<file path="src/rtl/execute_pipe.sv">
// Purpose : registered execute stage - ALU, branch/jump resolution, redirect target, optional iterative MUL.
// Latency : 1 cycle for ALU/branch ops; WIDTH+1 cycles for MUL (only with EXECUTE_PIPE_MUL_EN defined).
// Backpr. : o_in_ready drops while a result is held unconsumed or a MUL is running; held outputs stay stable.
//
// Configuration macro: EXECUTE_PIPE_MUL_EN
//   defined   -> ALUOp 4'b1111 runs a WIDTH-iteration shift-add multiply (MUL state + down-counter)
//   undefined -> ALUOp 4'b1111 is illegal (ALURes=0, err=1, single cycle); FSM never leaves IDLE
//
// Ports:
//   i_clk, i_rst            clock, asynchronous active-high reset
//   i_in_valid/o_in_ready   operand bundle handshake from decode
//   i_readdata1/2, i_immediate, i_PC, i_nextPC   operands, current PC, fall-through PC
//   i_ALUOp, i_BranchOp     operation and branch-condition select
//   i_ALUSrc, i_invSrc1, i_invSrc2, i_sub, i_jump, i_jumpReg, i_branch   control bits
//   i_flush                 squash in-flight MUL and held result, drop any offered bundle
//   o_out_valid/i_out_ready result handshake to memory stage
//   o_ALURes, o_targetPC, o_redirect, o_err   registered results

module execute_pipe #(
  parameter int WIDTH = 16
) (
  input  logic             i_clk,
  input  logic             i_rst,
  input  logic             i_in_valid,
  output logic             o_in_ready,
  input  logic [WIDTH-1:0] i_readdata1,
  input  logic [WIDTH-1:0] i_readdata2,
  input  logic [WIDTH-1:0] i_immediate,
  input  logic [WIDTH-1:0] i_PC,
  input  logic [WIDTH-1:0] i_nextPC,
  input  logic [3:0]       i_ALUOp,
  input  logic [1:0]       i_BranchOp,
  input  logic             i_ALUSrc,
  input  logic             i_invSrc1,
  input  logic             i_invSrc2,
  input  logic             i_sub,
  input  logic             i_jump,
  input  logic             i_jumpReg,
  input  logic             i_branch,
  input  logic             i_flush,
  output logic             o_out_valid,
  input  logic             i_out_ready,
  output logic [WIDTH-1:0] o_ALURes,
  output logic [WIDTH-1:0] o_targetPC,
  output logic             o_redirect,
  output logic             o_err
);

  // Width of the rotate complement shift amount (must be able to hold WIDTH itself).
  localparam int SW = $clog2(WIDTH) + 1;

  typedef enum logic [0:0] {
    S_IDLE = 1'b0,
    S_MUL  = 1'b1
  } state_t;

  state_t r_state;
  state_t w_state_nxt;

  // Output register
  logic             r_out_valid;
  logic [WIDTH-1:0] r_alu_res;
  logic [WIDTH-1:0] r_target;
  logic             r_redirect;
  logic             r_err;

  // Operand conditioning
  logic [WIDTH-1:0] w_a;
  logic [WIDTH-1:0] w_b;
  logic [WIDTH-1:0] w_bp;
  logic [WIDTH-1:0] w_sum;
  logic             w_add_ovf;
  logic [3:0]       w_sh;
  logic [SW-1:0]    w_rsh;
  logic [WIDTH-1:0] w_rol;

  // ALU and control-transfer results for single-cycle ops
  logic [WIDTH-1:0] w_alu_res;
  logic             w_alu_err;
  logic             w_redirect;
  logic [WIDTH-1:0] w_base;
  logic [WIDTH-1:0] w_tgt_sum;
  logic             w_tgt_ovf;
  logic [WIDTH-1:0] w_target;
  logic             w_err;

  // Handshake / sequencing
  logic             w_accept;
  logic             w_alu_load;
  logic             w_mul_start;
  logic             w_mul_done;
  logic [WIDTH-1:0] w_mul_sum;
  logic             w_mul_redirect;
  logic [WIDTH-1:0] w_mul_target;
  logic             w_mul_err;

  // Branch condition evaluated on an ALU (or multiplier) result.
  function automatic logic f_cond(input logic [WIDTH-1:0] res, input logic [1:0] bop);
    logic c;
    case (bop)
      2'b00:   c = (res == '0);
      2'b01:   c = (res != '0);
      2'b10:   c = res[WIDTH-1];
      default: c = ~res[WIDTH-1];
    endcase
    return c;
  endfunction

  // ---------------------------------------------------------------------------
  // Operand path
  // ---------------------------------------------------------------------------
  assign w_a   = i_invSrc1 ? ~i_readdata1 : i_readdata1;
  assign w_b   = i_ALUSrc ? i_readdata2 : i_immediate;
  assign w_bp  = i_invSrc2 ? ~w_b : w_b;
  assign w_sum = w_a + w_bp + WIDTH'(i_sub);

  // Signed overflow: operands agree in sign but the sum does not.
  assign w_add_ovf = (w_a[WIDTH-1] == w_bp[WIDTH-1]) & (w_sum[WIDTH-1] != w_a[WIDTH-1]);

  assign w_sh  = w_bp[3:0];
  // Rotate = left shift OR'd with the bits that fall off the top; a zero
  // amount makes the right shift equal WIDTH, which yields zero.
  assign w_rsh = SW'(WIDTH) - SW'(w_sh);
  assign w_rol = (w_a << w_sh) | (w_a >> w_rsh);

  always_comb begin
    w_alu_res = '0;
    w_alu_err = 1'b0;
    case (i_ALUOp)
      4'b0000: w_alu_res = w_sum;
      4'b0001: w_alu_res = w_a & w_bp;
      4'b0010: w_alu_res = w_a | w_bp;
      4'b0011: w_alu_res = w_a ^ w_bp;
      4'b0100: w_alu_res = w_a << w_sh;
      4'b0101: w_alu_res = w_a >> w_sh;
      4'b0110: w_alu_res = $signed(w_a) >>> w_sh;
      4'b0111: w_alu_res = w_rol;
      4'b1000: begin
        w_alu_res = w_sum;
        w_alu_err = w_add_ovf;
      end
`ifdef EXECUTE_PIPE_MUL_EN
      // MUL result comes from the iterative datapath; never flags err.
      4'b1111: begin
        w_alu_res = '0;
        w_alu_err = 1'b0;
      end
`endif
      default: begin
        w_alu_res = '0;
        w_alu_err = 1'b1;
      end
    endcase
  end

  // ---------------------------------------------------------------------------
  // Branch / jump resolution
  // ---------------------------------------------------------------------------
  assign w_redirect = i_jump | i_jumpReg | (i_branch & f_cond(w_alu_res, i_BranchOp));
  assign w_base     = i_jumpReg ? i_readdata1 : i_PC;
  assign w_tgt_sum  = w_base + i_immediate;
  assign w_tgt_ovf  = (w_base[WIDTH-1] == i_immediate[WIDTH-1]) &
                      (w_tgt_sum[WIDTH-1] != w_base[WIDTH-1]);
  assign w_target   = w_redirect ? w_tgt_sum : i_nextPC;
  // Target overflow only matters when the target is actually used.
  assign w_err      = w_alu_err | (w_redirect & w_tgt_ovf);

  // ---------------------------------------------------------------------------
  // Handshake
  // ---------------------------------------------------------------------------
  assign o_in_ready = (r_state == S_IDLE) & (~r_out_valid | i_out_ready);
  // in_ready may read 1 during a flush, but the bundle is dropped.
  assign w_accept   = i_in_valid & o_in_ready & ~i_flush;
  assign w_alu_load = w_accept & ~w_mul_start;

  // ---------------------------------------------------------------------------
  // Iterative multiplier
  // ---------------------------------------------------------------------------
`ifdef EXECUTE_PIPE_MUL_EN
  localparam int CW = (WIDTH > 1) ? $clog2(WIDTH) : 1;

  logic [CW-1:0]    r_cnt;
  logic [WIDTH-1:0] r_acc;
  logic [WIDTH-1:0] r_mc;       // multiplicand, shifted left each step
  logic [WIDTH-1:0] r_mp;       // multiplier, shifted right each step
  logic [WIDTH-1:0] r_m_tgt;    // taken target computed at acceptance
  logic [WIDTH-1:0] r_m_nextpc;
  logic             r_m_tgt_ovf;
  logic             r_m_jmp;
  logic             r_m_branch;
  logic [1:0]       r_m_bop;
  logic [WIDTH-1:0] w_mul_add;

  assign w_mul_start = w_accept & (i_ALUOp == 4'b1111);
  // Last iteration happens on the edge where the counter reads zero; its sum
  // goes straight into the output register.
  assign w_mul_done  = (r_state == S_MUL) & (r_cnt == '0) & ~i_flush;
  assign w_mul_add   = r_mp[0] ? r_mc : '0;
  assign w_mul_sum   = r_acc + w_mul_add;

  // The branch condition depends on the product, so it is resolved at completion.
  assign w_mul_redirect = r_m_jmp | (r_m_branch & f_cond(w_mul_sum, r_m_bop));
  assign w_mul_target   = w_mul_redirect ? r_m_tgt : r_m_nextpc;
  assign w_mul_err      = w_mul_redirect & r_m_tgt_ovf;

  always_ff @(posedge i_clk or posedge i_rst) begin
    if (i_rst) begin
      r_cnt       <= '0;
      r_acc       <= '0;
      r_mc        <= '0;
      r_mp        <= '0;
      r_m_tgt     <= '0;
      r_m_nextpc  <= '0;
      r_m_tgt_ovf <= 1'b0;
      r_m_jmp     <= 1'b0;
      r_m_branch  <= 1'b0;
      r_m_bop     <= '0;
    end else if (i_flush) begin
      r_cnt <= '0;
    end else if (w_mul_start) begin
      r_cnt       <= CW'(WIDTH - 1);
      r_acc       <= '0;
      r_mc        <= i_readdata1;
      r_mp        <= w_b;
      r_m_tgt     <= w_tgt_sum;
      r_m_nextpc  <= i_nextPC;
      r_m_tgt_ovf <= w_tgt_ovf;
      r_m_jmp     <= i_jump | i_jumpReg;
      r_m_branch  <= i_branch;
      r_m_bop     <= i_BranchOp;
    end else if (r_state == S_MUL) begin
      r_acc <= w_mul_sum;
      r_mc  <= r_mc << 1;
      r_mp  <= r_mp >> 1;
      if (r_cnt != '0) begin
        r_cnt <= r_cnt - 1'b1;
      end
    end
  end
`else
  assign w_mul_start    = 1'b0;
  assign w_mul_done     = 1'b0;
  assign w_mul_sum      = '0;
  assign w_mul_redirect = 1'b0;
  assign w_mul_target   = '0;
  assign w_mul_err      = 1'b0;
`endif

  // ---------------------------------------------------------------------------
  // FSM
  // ---------------------------------------------------------------------------
  always_ff @(posedge i_clk or posedge i_rst) begin
    if (i_rst) begin
      r_state <= S_IDLE;
    end else begin
      r_state <= w_state_nxt;
    end
  end

  always_comb begin
    w_state_nxt = r_state;
    case (r_state)
      S_IDLE:  if (w_mul_start) w_state_nxt = S_MUL;
      S_MUL:   if (w_mul_done)  w_state_nxt = S_IDLE;
      default: w_state_nxt = S_IDLE;
    endcase
    if (i_flush) begin
      w_state_nxt = S_IDLE;
    end
  end

  // ---------------------------------------------------------------------------
  // Output register
  // ---------------------------------------------------------------------------
  always_ff @(posedge i_clk or posedge i_rst) begin
    if (i_rst) begin
      r_out_valid <= 1'b0;
      r_alu_res   <= '0;
      r_target    <= '0;
      r_redirect  <= 1'b0;
      r_err       <= 1'b0;
    end else if (i_flush) begin
      r_out_valid <= 1'b0;
    end else if (w_alu_load) begin
      // Covers the simultaneous drain-and-accept case: valid stays high.
      r_out_valid <= 1'b1;
      r_alu_res   <= w_alu_res;
      r_target    <= w_target;
      r_redirect  <= w_redirect;
      r_err       <= w_err;
    end else if (w_mul_done) begin
      r_out_valid <= 1'b1;
      r_alu_res   <= w_mul_sum;
      r_target    <= w_mul_target;
      r_redirect  <= w_mul_redirect;
      r_err       <= w_mul_err;
    end else if (r_out_valid & i_out_ready) begin
      r_out_valid <= 1'b0;
    end
  end

  assign o_out_valid = r_out_valid;
  assign o_ALURes    = r_alu_res;
  assign o_targetPC  = r_target;
  assign o_redirect  = r_redirect;
  assign o_err       = r_err;

endmodule

</file>
<file path="config.mk">
export PLATFORM = sky130hd
export DESIGN_NAME = execute_pipe
export DESIGN_NICKNAME = d
export VERILOG_FILES = /design/src/rtl/execute_pipe.sv
export SDC_FILE = /design/constraint.sdc
export NUM_CORES = 1
export LEC_CHECK = 0
export ABC_CLOCK_PERIOD_IN_PS = 2250
export BUFFER_PORTS_ARGS = -buffer_cell sky130_fd_sc_hd__buf_2
export CAP_MARGIN = 20
export CELL_PAD_IN_SITES_DETAIL_PLACEMENT = 0
export CELL_PAD_IN_SITES_GLOBAL_PLACEMENT = 1
export CORE_AREA = 4 4 118 148
export DETAILED_ROUTE_END_ITERATION = 6
export DIE_AREA = 0 0 122 152
export GPL_TIMING_DRIVEN = 0
export PLACE_DENSITY = 0.92
export SYNTH_ARGS = -nofsm -noshare
export SYNTH_HDL_FRONTEND = slang
export SYNTH_SLANG_ARGS = --single-unit
</file>
<file path="constraint.sdc">
create_clock -name i_clk -period 2.25 [get_ports i_clk]
set_input_delay 0 -clock i_clk [delete_from_list [all_inputs] [get_ports i_clk]]
set_output_delay 0 -clock i_clk [all_outputs]
set_load 0.005 [all_outputs]
</file>
==> flow_summary.toml <==
[job]
maxCapViolations = 0

[grt]
grt_antenna_before_repair = 0
grt_start_max_net_pins = 23
grt_use_total_pct = 37.0
grt_pass1_wl_um = 52000
overflow = 0
grt_pass1_vias = 8536

[worst_hold_path]
min_path_type = "input pin to flop"

[synth]
syn_inst = 901
syn-num-nets = 1051
synth_edf_count = 0
ys.flop_type = "dfrtp_1"
synth.yosys.seq_area_share_pct = 12.3
synthArstFlopShare_pct = 100
synth-seq-cells = 35
yosys_warnings = 0
avgSynthCellArea_um2 = 7.93
yosysUniqueCellTypes = 82
syn_area_um2 = 7140

[sta]
worst_slew_pin_slew_ps = 1200
setup_viol = 34
hold_viol = 2
drv_slew = 0
finalCritPeriodShare_pct = 184
layout_setup_ws_ps = -1900
holdWs_ps = -6.22
timing.fmax_ghz = 0.241
skew_ps = 7.85
final.min_clock_period_ps = 4150
rsz0062_at_grt = "yes"
relSlewSlack_pct = 19.3
setup-tns-final_ps = -41300

[worst_setup_path]
crit_required_ps = 2420
ff2ff_path_depth = 5
startpoint_type = "input pin"
crit_path_cell_trace = "buf_12, mux2i_4, xnor2_4, buf_8, buf_12, fa_2, fa_2, buf_6, a21oi_2, o22ai_2, a31oi_1, nand4_1, nor4b_4, nand4_1, nor4_2, nand4b_2, mux2i_4, buf_6, o211ai_1, nand3_1"
timing.rr.start = "o_out_valid"
crit_fanout = 5
critical_path_class = "input pin to flop"
r2r_slack_ps = 90
cp-startpoint = "i_ALUSrc"
cp.buffers_inverters = 5
slowest_stage = "fa_2"
crit_family = "simple AND/OR/NAND/NOR gates"
setup.worst_path.end = "o_targetPC[5]"
crit_path_max_incr_delay_ps = 410
r2r-end = "o_targetPC[15]"
crit_cells = 20
arrival_ps = 4320
end_kind = "flop"

[placement]
globalplace.congestion = 1.08
hpwl_um = 27100
numPortBuffers = 130

[cts]
cts_buffers = 5
cts_tree = "yes"
clk_latency_ps = 290
htree_num_levels = 2
cts-root-buf = "clkbuf_16"
clk_pin_slew_ps = 70
clockBufferDepth = 2
cts_sinks = 35

[route]
first_iter_violations = 1035
wl_per_cell_um = 26.9
drc = 0
dr.pass1.iters = 6
route.vias.total = 8754
via_per_inst = 6.56
drtAntennaViolNets = 0
wl_um = 35800

[layout]
most-common-layout-cells = "buf_2 (136), nand2_1 (100), nor2_1 (68)"
layout.nets = 1267
multi_input_area_um2 = 6690
drive_gt1_share_pct = 38.5
syn_to_final_growth_pct = 41.4
fill_cells = 1372
fin_util_pct = 62.9
final-seq-area_um2 = 876
insertedDiodeCount = 0
final_common_cell = "buf_2"

[floorplanning]
io_pins = 134
row_count = 52
dieArea_um2 = 18500
coreArea_um2 = 16100
die_x_um = 122
start_util_pct = 44.5
die_h_um = 152

[power_and_ir_drop]
peakVddDrop_mv = 0.365
powerDensity_nw_per_um2 = 599
total_power_mw = 6.06
p_leak_nw = 4.45

[status]
outcome = "complete, but fails checks"
violations = "hold timing, setup timing"
[what timing repair did]
action	CTS	global route
cloned	2	0
setup buffers	36	31
pin swaps	47	66
resized for setup	108	108
hold buffers	13	0
hold endpoints to repair	24	0
setup endpoints to repair	34	34
[report_power, final]
group	switching (mW)	internal (mW)	leakage (nW)
combinational	2.49	1.89	3.93
clock	0.298	0.523	0.0838
sequential	0.0777	0.777	0.436
[per-stage QoR]
stage	cells	instance area [µm²]	setup slack, ps
4_1_cts	1306	9360	-1800
6_report	1334	10100	-1900
5_1_grt	1334	10100	-1960
2_1_floorplan	901	7280	-1820
3_3_place_gp	1247	8200	-3330
3_5_place_dp	1249	8230	-2900
[area by class of cell]
class                      instances  area share [%]
buffer                            53            5.10
multi-input combinational        758            66.2
clock buffer                       5            1.24
inverter                          53            2.18
sequential                        35            8.67
timing repair buffer             211            13.5
clock inverter                     3           0.433
tap                              216            2.67
[worst register-to-register path: cells and delay by family (launching register included)]
family,cells,cell delay (ps)
flops,1,380
simple gates,2,820
buf+inv,1,560
compound gates,2,330
[sequential cells by signal, indices dropped and copies added, names as in the netlist]
| register | count |
|---|---|
| o_err | 1 |
| o_targetPC | 16 |
| o_ALURes | 16 |
| o_redirect | 1 |
| o_out_valid | 1 |
[synthesized netlist by cell type (5+ instances only)]
| library cell | number | area (µm²) |
|---|---|---|
| mux2_2 | 30 | 338 |
| a21o_1 | 7 | 52.6 |
| and2_1 | 5 | 31.3 |
| nand2_1 | 103 | 387 |
| nand4_1 | 20 | 125 |
| ha_1 | 49 | 613 |
| nor2b_1 | 11 | 68.8 |
| a211oi_1 | 7 | 52.6 |
| o211ai_1 | 17 | 128 |
| buf_1 | 7 | 26.3 |
| a21oi_1 | 58 | 290 |
| o21ai_1 | 11 | 55.1 |
| xor2_1 | 24 | 210 |
| inv_1 | 49 | 184 |
| buf_6 | 8 | 90.1 |
| o21ai_0 | 35 | 175 |
| clkbuf_1 | 25 | 93.8 |
| dfrtp_1 | 35 | 876 |
| xnor2_1 | 28 | 245 |
| mux4_2 | 24 | 541 |
| a31oi_1 | 15 | 93.8 |
| nor2_1 | 70 | 263 |
| a32oi_1 | 5 | 43.8 |
| mux2i_1 | 64 | 641 |
| nor3_1 | 20 | 100 |
| nand3_1 | 31 | 155 |
| nor4_1 | 11 | 68.8 |
| a41oi_1 | 6 | 52.6 |
| buf_4 | 5 | 37.5 |
| buf_2 | 9 | 45.0 |
| o22ai_1 | 15 | 93.8 |
| nand2b_1 | 8 | 50.1 |
[logic make-up after synthesis]
group | Yosys count | synth area share (%)
AOI/OAI and AO/OA | 225 | 20.8
buffers and inverters | 108 | 7.20
xor gates and xnor gates | 56 | 7.69
adders and majority gates | 52 | 9.42
DFF | 35 | 12.3
and+or+nand+nor | 302 | 20.0
muxes | 123 | 22.6
[how the worst min path moves through the flow]
stage | startpoint | end | slack [ps] | cells past startpoint
after global placement | i_flush | o_out_valid | 180 | 2
after detailed placement | i_rst | o_targetPC[3] | 120 | 2
final | i_nextPC[7] | o_targetPC[7] | -6 | 3
after floorplan | i_flush | o_out_valid | 70 | 1
after global routing | i_nextPC[7] | o_targetPC[7] | 2 | 3
after CTS | i_nextPC[7] | o_targetPC[7] | 0.9 | 3
[routing by layer]
layer / routed length [µm] / vias to the layer above / GRT usage (%)
met2: 16900 / 645 / 59.7
met5: 0 / - / 0
met4: 2990 / 0 / 24.2
met1: 12800 / 4168 / 44.7
met3: 3160 / 172 / 6.55
li1: - / 3769 / -
Power figures use the tool's default switching activity.
